**src/rtl/cdc_rd_packer_pkg.sv**
```systemverilog
// Shared types and width helpers for the CDC read-side byte packer.
package cdc_rd_packer_pkg;

  localparam int unsigned BYTE_W = 8;

  typedef logic [BYTE_W-1:0] byte_t;

  // Width needed to hold a byte count of 0..n.
  function automatic int unsigned nbytes_w(input int unsigned n);
    return $clog2(n + 1);
  endfunction

endpackage

```
**src/rtl/cdc_rd_packer_if.sv**
```systemverilog
// FIFO read port plus packed-word valid/ready stream seen by cdc_rd_packer.
interface cdc_rd_packer_if
  import cdc_rd_packer_pkg::*;
#(
  parameter int unsigned N = 2
) ();

  byte_t                    rdata;
  logic                     rrdy;
  logic                     rget;
  logic [BYTE_W*N-1:0]      out_data;
  logic [nbytes_w(N)-1:0]   out_nbytes;
  logic                     out_valid;
  logic                     out_ready;

  modport master (
    input  rdata, rrdy, out_ready,
    output rget, out_data, out_nbytes, out_valid
  );

  modport slave (
    output rdata, rrdy, out_ready,
    input  rget, out_data, out_nbytes, out_valid
  );

endinterface

```
**src/rtl/cdc_rd_packer_sync_fifo2.sv**
```systemverilog
// Two-entry synchronous FIFO with registered head; push and pop may coincide.
module sync_fifo2 #(
  parameter type T = logic [7:0]
) (
  input  logic       clk,
  input  logic       rst_n,
  input  T           wdata,
  input  logic       push,
  output T           rdata,
  input  logic       pop,
  output logic [1:0] count
);

  T           head_q, head_d;
  T           tail_q, tail_d;
  logic [1:0] cnt_q, cnt_d;
  logic       do_pop;

  assign do_pop = pop && (cnt_q != 2'd0);

  // Pop first, then place the new entry behind whatever remains.
  always_comb begin
    head_d = head_q;
    tail_d = tail_q;
    cnt_d  = cnt_q;
    if (do_pop) begin
      head_d = tail_q;
      cnt_d  = cnt_q - 2'd1;
    end
    if (push) begin
      if (cnt_d == 2'd0) head_d = wdata;
      else               tail_d = wdata;
      cnt_d = cnt_d + 2'd1;
    end
  end

  always_ff @(posedge clk or negedge rst_n) begin
    if (!rst_n) begin
      head_q <= '0;
      tail_q <= '0;
      cnt_q  <= '0;
    end else begin
      head_q <= head_d;
      tail_q <= tail_d;
      cnt_q  <= cnt_d;
    end
  end

  assign rdata = head_q;
  assign count = cnt_q;

endmodule

```
**src/rtl/cdc_rd_packer.sv**
```systemverilog
// Drains the CDC FIFO read port, packs N bytes little-endian per word, and
// queues packed or flushed partial words onto a valid/ready stream.
module cdc_rd_packer
  import cdc_rd_packer_pkg::*;
#(
  parameter int unsigned N = 2
) (
  input  logic           clk,
  input  logic           rst_n,
  input  logic           flush,
  cdc_rd_packer_if.master bus
);

  localparam int unsigned    NBW  = nbytes_w(N);
  localparam int unsigned    IW   = $clog2(N);
  localparam logic [IW-1:0]  LAST = IW'(N - 1);

  typedef struct packed {
    logic [BYTE_W*N-1:0] data;
    logic [NBW-1:0]      nbytes;
  } entry_t;

  logic [IW-1:0]       idx_q, idx_d;
  logic [BYTE_W*N-1:0] acc_q, acc_d, acc_ins;
  logic                flush_pend_q, flush_pend_d;
  entry_t              push_entry, head;
  logic                push, pop, space, rget, word_done, flush_push;
  logic [1:0]          count;

  assign pop        = bus.out_valid && bus.out_ready;
  assign space      = (count < 2'd2) || pop;
  assign rget       = rst_n && bus.rrdy && !flush_pend_q && ((idx_q != LAST) || space);
  assign word_done  = rget && (idx_q == LAST);
  assign flush_push = flush_pend_q && (idx_q != '0) && space;
  assign push       = word_done || flush_push;

  always_comb begin
    acc_ins = acc_q;
    for (int unsigned i = 0; i < N; i++) begin
      if (idx_q == IW'(i)) acc_ins[i*BYTE_W +: BYTE_W] = bus.rdata;
    end
  end

  // rget is held low while a flush is pending, so byte capture and the
  // flush push never happen on the same edge.
  always_comb begin
    idx_d             = idx_q;
    acc_d             = acc_q;
    flush_pend_d      = flush_pend_q;
    push_entry.data   = acc_ins;
    push_entry.nbytes = NBW'(N);
    if (word_done) begin
      idx_d = '0;
      acc_d = '0;
    end else if (rget) begin
      idx_d = idx_q + 1'b1;
      acc_d = acc_ins;
    end
    if (flush_pend_q) begin
      if (idx_q == '0) begin
        flush_pend_d = 1'b0;
      end else if (space) begin
        flush_pend_d      = 1'b0;
        idx_d             = '0;
        acc_d             = '0;
        push_entry.data   = acc_q;
        push_entry.nbytes = NBW'(idx_q);
      end
    end else if (flush) begin
      flush_pend_d = 1'b1;
    end
  end

  always_ff @(posedge clk or negedge rst_n) begin
    if (!rst_n) begin
      idx_q        <= '0;
      acc_q        <= '0;
      flush_pend_q <= 1'b0;
    end else begin
      idx_q        <= idx_d;
      acc_q        <= acc_d;
      flush_pend_q <= flush_pend_d;
    end
  end

  sync_fifo2 #(
    .T(entry_t)
  ) u_queue (
    .clk  (clk),
    .rst_n(rst_n),
    .wdata(push_entry),
    .push (push),
    .rdata(head),
    .pop  (pop),
    .count(count)
  );

  assign bus.rget       = rget;
  assign bus.out_data   = head.data;
  assign bus.out_nbytes = head.nbytes;
  assign bus.out_valid  = (count != 2'd0);

endmodule

```
**src/flat_wrapper.sv**
```systemverilog
// flat-port wrapper written by rule: the top's interface ports become plain ports
module cdc_rd_packer_flat import cdc_rd_packer_pkg::*;
#(
  parameter int unsigned N = 2
)
  (clk, rst_n, flush, bus_rdata, bus_rrdy, bus_out_ready, bus_rget, bus_out_data, bus_out_nbytes, bus_out_valid);
  cdc_rd_packer_if #(.N(N)) bus_i ();
  input  logic clk;
  input  logic rst_n;
  input  logic flush;
  input wire logic [$bits(bus_i.rdata)-1:0] bus_rdata;
  input wire logic [$bits(bus_i.rrdy)-1:0] bus_rrdy;
  input wire logic [$bits(bus_i.out_ready)-1:0] bus_out_ready;
  output wire logic [$bits(bus_i.rget)-1:0] bus_rget;
  output wire logic [$bits(bus_i.out_data)-1:0] bus_out_data;
  output wire logic [$bits(bus_i.out_nbytes)-1:0] bus_out_nbytes;
  output wire logic [$bits(bus_i.out_valid)-1:0] bus_out_valid;
  assign bus_i.rdata = bus_rdata;
  assign bus_i.rrdy = bus_rrdy;
  assign bus_i.out_ready = bus_out_ready;
  assign bus_rget = bus_i.rget;
  assign bus_out_data = bus_i.out_data;
  assign bus_out_nbytes = bus_i.out_nbytes;
  assign bus_out_valid = bus_i.out_valid;
  cdc_rd_packer #(.N(N)) u_core (.clk(clk), .rst_n(rst_n), .flush(flush), .bus(bus_i));
endmodule
```
**config.mk**
```make
export PLATFORM = sky130hd
export DESIGN_NAME = cdc_rd_packer_flat
export DESIGN_NICKNAME = d
export VERILOG_FILES = /design/src/rtl/cdc_rd_packer_pkg.sv /design/src/rtl/cdc_rd_packer_if.sv /design/src/rtl/cdc_rd_packer_sync_fifo2.sv /design/src/rtl/cdc_rd_packer.sv /design/src/flat_wrapper.sv
export SDC_FILE = /design/constraint.sdc
export NUM_CORES = 1
export LEC_CHECK = 0
export ABC_AREA = 1
export BUFFER_PORTS_ARGS = -buffer_cell sky130_fd_sc_hd__buf_4
export CORE_AREA = 2 2 77 79
export CTS_CLUSTER_SIZE = 14
export DETAILED_ROUTE_END_ITERATION = 16
export DIE_AREA = 0 0 79 81
export PLACE_DENSITY = 0.85
export SLEW_MARGIN = 15
export SYNTH_ARGS = -nofsm -noshare
export SYNTH_HDL_FRONTEND = slang
export SYNTH_SLANG_ARGS = --single-unit
```
**constraint.sdc**
```tcl
create_clock -name clk -period 2.6 [get_ports clk]
set_clock_uncertainty 0.05 [all_clocks]
set_input_delay 0.52 -clock clk [delete_from_list [all_inputs] [get_ports clk]]
set_output_delay 0.52 -clock clk [all_outputs]
set_load 0.03 [all_outputs]
```
==> results.md <==
* average cell area after synthesis: 8.174 sq um
* EDFF count, synth: 0
* clk root buf: sky130_fd_sc_hd__clkbuf_8
* Max Transition Viols Final: 0
* filler cell count in the final layout: 522
* # diodes: 0
* Synth cell types: 27
* Num Clock Sinks: 56
* post_cts resized: 0
* Clock Tree Buf Depth: 2
* Worst-Skew Late Latency: 0.31 ns
* clock tree from TritonCTS: built
* maximum achievable frequency: 0.4224 GHz
* number of hold-repair buffers added at the cts stage: 0
* path class of the lowest-slack min-delay path: in -> async
* setup violation total in the final timing report: 0
* floorplan die width: 79 microns
* number of warning messages in the yosys log: 0
* Post-Route Setup TNS: 0 ns
* IR Drop Worst-Case VDD: 0.4778 mV
* synthesis-to-layout area growth: 11.54%
* worst slew pin tran: 0.7031 ns
* final worst path period share: 91.06%
* most frequent standard cell in the layout excluding fill and tap cells: sky130_fd_sc_hd__nand2_1
* Critical Path Slowest Stage Cell: sky130_fd_sc_hd__dfrtp_1
* via count of the first global-routing pass: 2227
* global-route congestion overflow total: 0
* launching element type of the critical path: flop
* worst-case hold slack: 0.3175 ns
* async set or reset register ratio after synthesis: 100.0%
* maximum fanout along the worst path: 27
* total clock buffers created by CTS: 5
* RSZ-0062 raised after global routing: no
* Site Rows: 28
* Worst-path clk slew: 0.10 ns
* final layout net count: 407
* H-tree depth: 2
* maximum number of pins on one net before global-route repair: 57
* wirelength, routed: 6.166 mm
* DRT iter0 DRCs: 205
* nature of the critical path endpoint: flop
* vias post-DR: 2421
* headroom to the max-slew limit: 53.12%
* critical path buffer and inverter count: 4
* post-detailed-route DRC marker count: 0
* top library cells by usage in the layout, fill and taps aside: sky130_fd_sc_hd__nand2_1, sky130_fd_sc_hd__dfrtp_1, sky130_fd_sc_hd__buf_4, sky130_fd_sc_hd__inv_1, sky130_fd_sc_hd__o21ai_0
* Synth Register Bits: 56
* Buffers on Ports: 32
* layout cell share with drive strength beyond 1: 17.09%
* net count of the mapped netlist: 382
* family with the most delay on the worst path: adder cells
* Syn Std Cell Area: 2992 sq um
* HPWL after DPL: 4.200 mm
* number of max-capacitance violations reported: 0
* register area share after synthesis: 46.84%
* result of the run: finished clean
* wire length of the first global-routing pass: 10.43 mm
* final critical path time including I/O delays and setup: 2.368 ns
* Final Hold Viols: 0
* starting density of the core: 52.71%
* WS Path Type: reg -> reg
* dominant register cell in the synthesized netlist: sky130_fd_sc_hd__dfrtp_1
* final antenna-violating net count: 0
* PD cells: 1351 nW/um^2
* die footprint: 6399 sq um
* average vias per placed instance: 5.184
* worst path cell trace: inv_1, ha_1, inv_4, nand2_8, xor2_1, ha_1, inv_1, nand2_8, inv_1, nand2_1, nand2_1
* placeable core region: 5675 sq um
* data required time at the worst endpoint: 2.76 ns
* delay of the slowest critical-path stage: 0.40 ns
* I/O Pins: 33
* total leakage power: 1.736 nW
* height of the die: 81 microns
* length of the first detailed-routing pass in iterations: 5
* Gate Count Post-Synth: 366
* antenna violations before repair: 0
* Routed WL per cell: 13.20 microns
* total global routing track utilization: 20.68%
* Arr. time, crit path: 2.53 ns
* routability congestion estimate: 0.8391
* cell mode on critical path: sky130_fd_sc_hd__inv_1
* setup repair bufs after CTS: 0
[worst register-to-register path, cell delays in order (launching register included)]
cell and delay [ns]:
sky130_fd_sc_hd__dfrtp_1 0.40, sky130_fd_sc_hd__inv_1 0.06, sky130_fd_sc_hd__ha_1 0.18, sky130_fd_sc_hd__inv_4 0.06, sky130_fd_sc_hd__nand2_8 0.16, sky130_fd_sc_hd__xor2_1 0.27, sky130_fd_sc_hd__ha_1 0.36, sky130_fd_sc_hd__inv_1 0.19
sky130_fd_sc_hd__nand2_8 0.20, sky130_fd_sc_hd__inv_1 0.17, sky130_fd_sc_hd__nand2_1 0.10, sky130_fd_sc_hd__nand2_1 0.06
[registers in the layout, indices dropped and copies added (netlist names)]
| signal | flops |
|---|---|
| u_core.u_queue.count | 2 |
| u_core.flush_pend_q | 1 |
| u_core.idx_q | 1 |
| u_core.acc_q | 16 |
| u_core.u_queue.tail_q | 18 |
| u_core.u_queue.rdata | 18 |
[cell usage after synthesis, types with 3 or more instances]
master	count	area [sq um]
sky130_fd_sc_hd__inv_1	34	127.6
sky130_fd_sc_hd__nand2_8	4	80.08
sky130_fd_sc_hd__buf_6	5	56.30
sky130_fd_sc_hd__o21ai_2	8	70.07
sky130_fd_sc_hd__nand3_1	25	125.1
sky130_fd_sc_hd__nand2_1	119	446.7
sky130_fd_sc_hd__dfrtp_1	56	1401
sky130_fd_sc_hd__a21oi_1	17	85.08
sky130_fd_sc_hd__ha_1	3	37.54
sky130_fd_sc_hd__o21a_1	8	60.06
sky130_fd_sc_hd__o21ai_1	8	40.04
sky130_fd_sc_hd__buf_2	7	35.03
sky130_fd_sc_hd__inv_4	3	18.77
sky130_fd_sc_hd__o21ai_0	32	160.2
sky130_fd_sc_hd__nand4_1	4	25.02
sky130_fd_sc_hd__nor2_1	17	63.81
sky130_fd_sc_hd__clkbuf_1	3	11.26
[metrics by stage]
| step | cells | setup slack (ns) | total power (W) | utilization [%] | cell area [sq um] |
|---|---|---|---|---|---|
| global placement | 459 | 0.2848 | 0.003805 | 56.57 | 3211 |
| finish | 467 | 0.2324 | 0.004508 | 58.80 | 3337 |
| CTS | 467 | 0.2328 | 0.004529 | 58.80 | 3337 |
| floorplan | 366 | 0.1023 | 0.003386 | - | 2992 |
| detailed placement | 459 | 0.1673 | 0.003888 | 56.57 | 3211 |
| global route | 467 | 0.04159 | 0.004886 | 58.80 | 3337 |
[layer usage]
layer	up-vias	global-route usage [%]	wire length (microns)
li1	1215	-	-
met1	1134	29.42	2876
met2	61	32.12	2885
met3	11	3.778	301
met4	0	6.897	102
met5	-	0	0
[cells by family (layout without fill, tap and decap cells)]
group | after synthesis | after routing | share of synthesized area, %
adders and majority gates | 3 | 3 | 1.255
buffers and inverters | 56 | 82 | 9.995
DFF | 56 | 56 | 46.84
and+or+nand+nor | 173 | 173 | 26.31
AOI/OAI and AO/OA | 76 | 76 | 15.01
xor gates and xnor gates | 2 | 2 | 0.5856
[layout make-up]
type	instances	area [sq um]	share of cell area, %
clock buffers	7	96.34	2.887
clock inverters	1	30.03	0.8999
inverters	37	146.4	4.387
multi-input cells	254	1291	38.70
flip-flops and latches	56	1401	41.99
well taps	75	93.84	2.812
repair buffers	37	277.8	8.324
[final timing paths]
kind                                                        from                                     to  slack [ns]  cells past startpoint
setup / recovery               u_core.u_queue.count[0]$_DFF_PN0_  u_core.u_queue.tail_q[14]$_DFFE_PN0P_        0.23                     11
hold / removal                                             rst_n   u_core.u_queue.tail_q[1]$_DFFE_PN0P_        0.32                      2
setup reg to reg               u_core.u_queue.count[0]$_DFF_PN0_  u_core.u_queue.tail_q[14]$_DFFE_PN0P_        0.23                     11
hold reg to reg            u_core.u_queue.tail_q[15]$_DFFE_PN0P_  u_core.u_queue.tail_q[15]$_DFFE_PN0P_        0.44                      2
max in group asynchronous                                  rst_n      u_core.u_queue.rdata[9]$_DFF_PN0_        1.71                      2
min in group clk                                           flush          u_core.flush_pend_q$_DFF_PN0_        0.38                      3
[where the power goes]
group / internal [W] / total [W] / switching, W
clock network: 0.000340 / 0.000622 / 0.000282
logic: 0.000827 / 0.00243 / 0.00160
registers: 0.00126 / 0.00146 / 0.000197
Note: power is estimated with default switching activity, not from simulation.
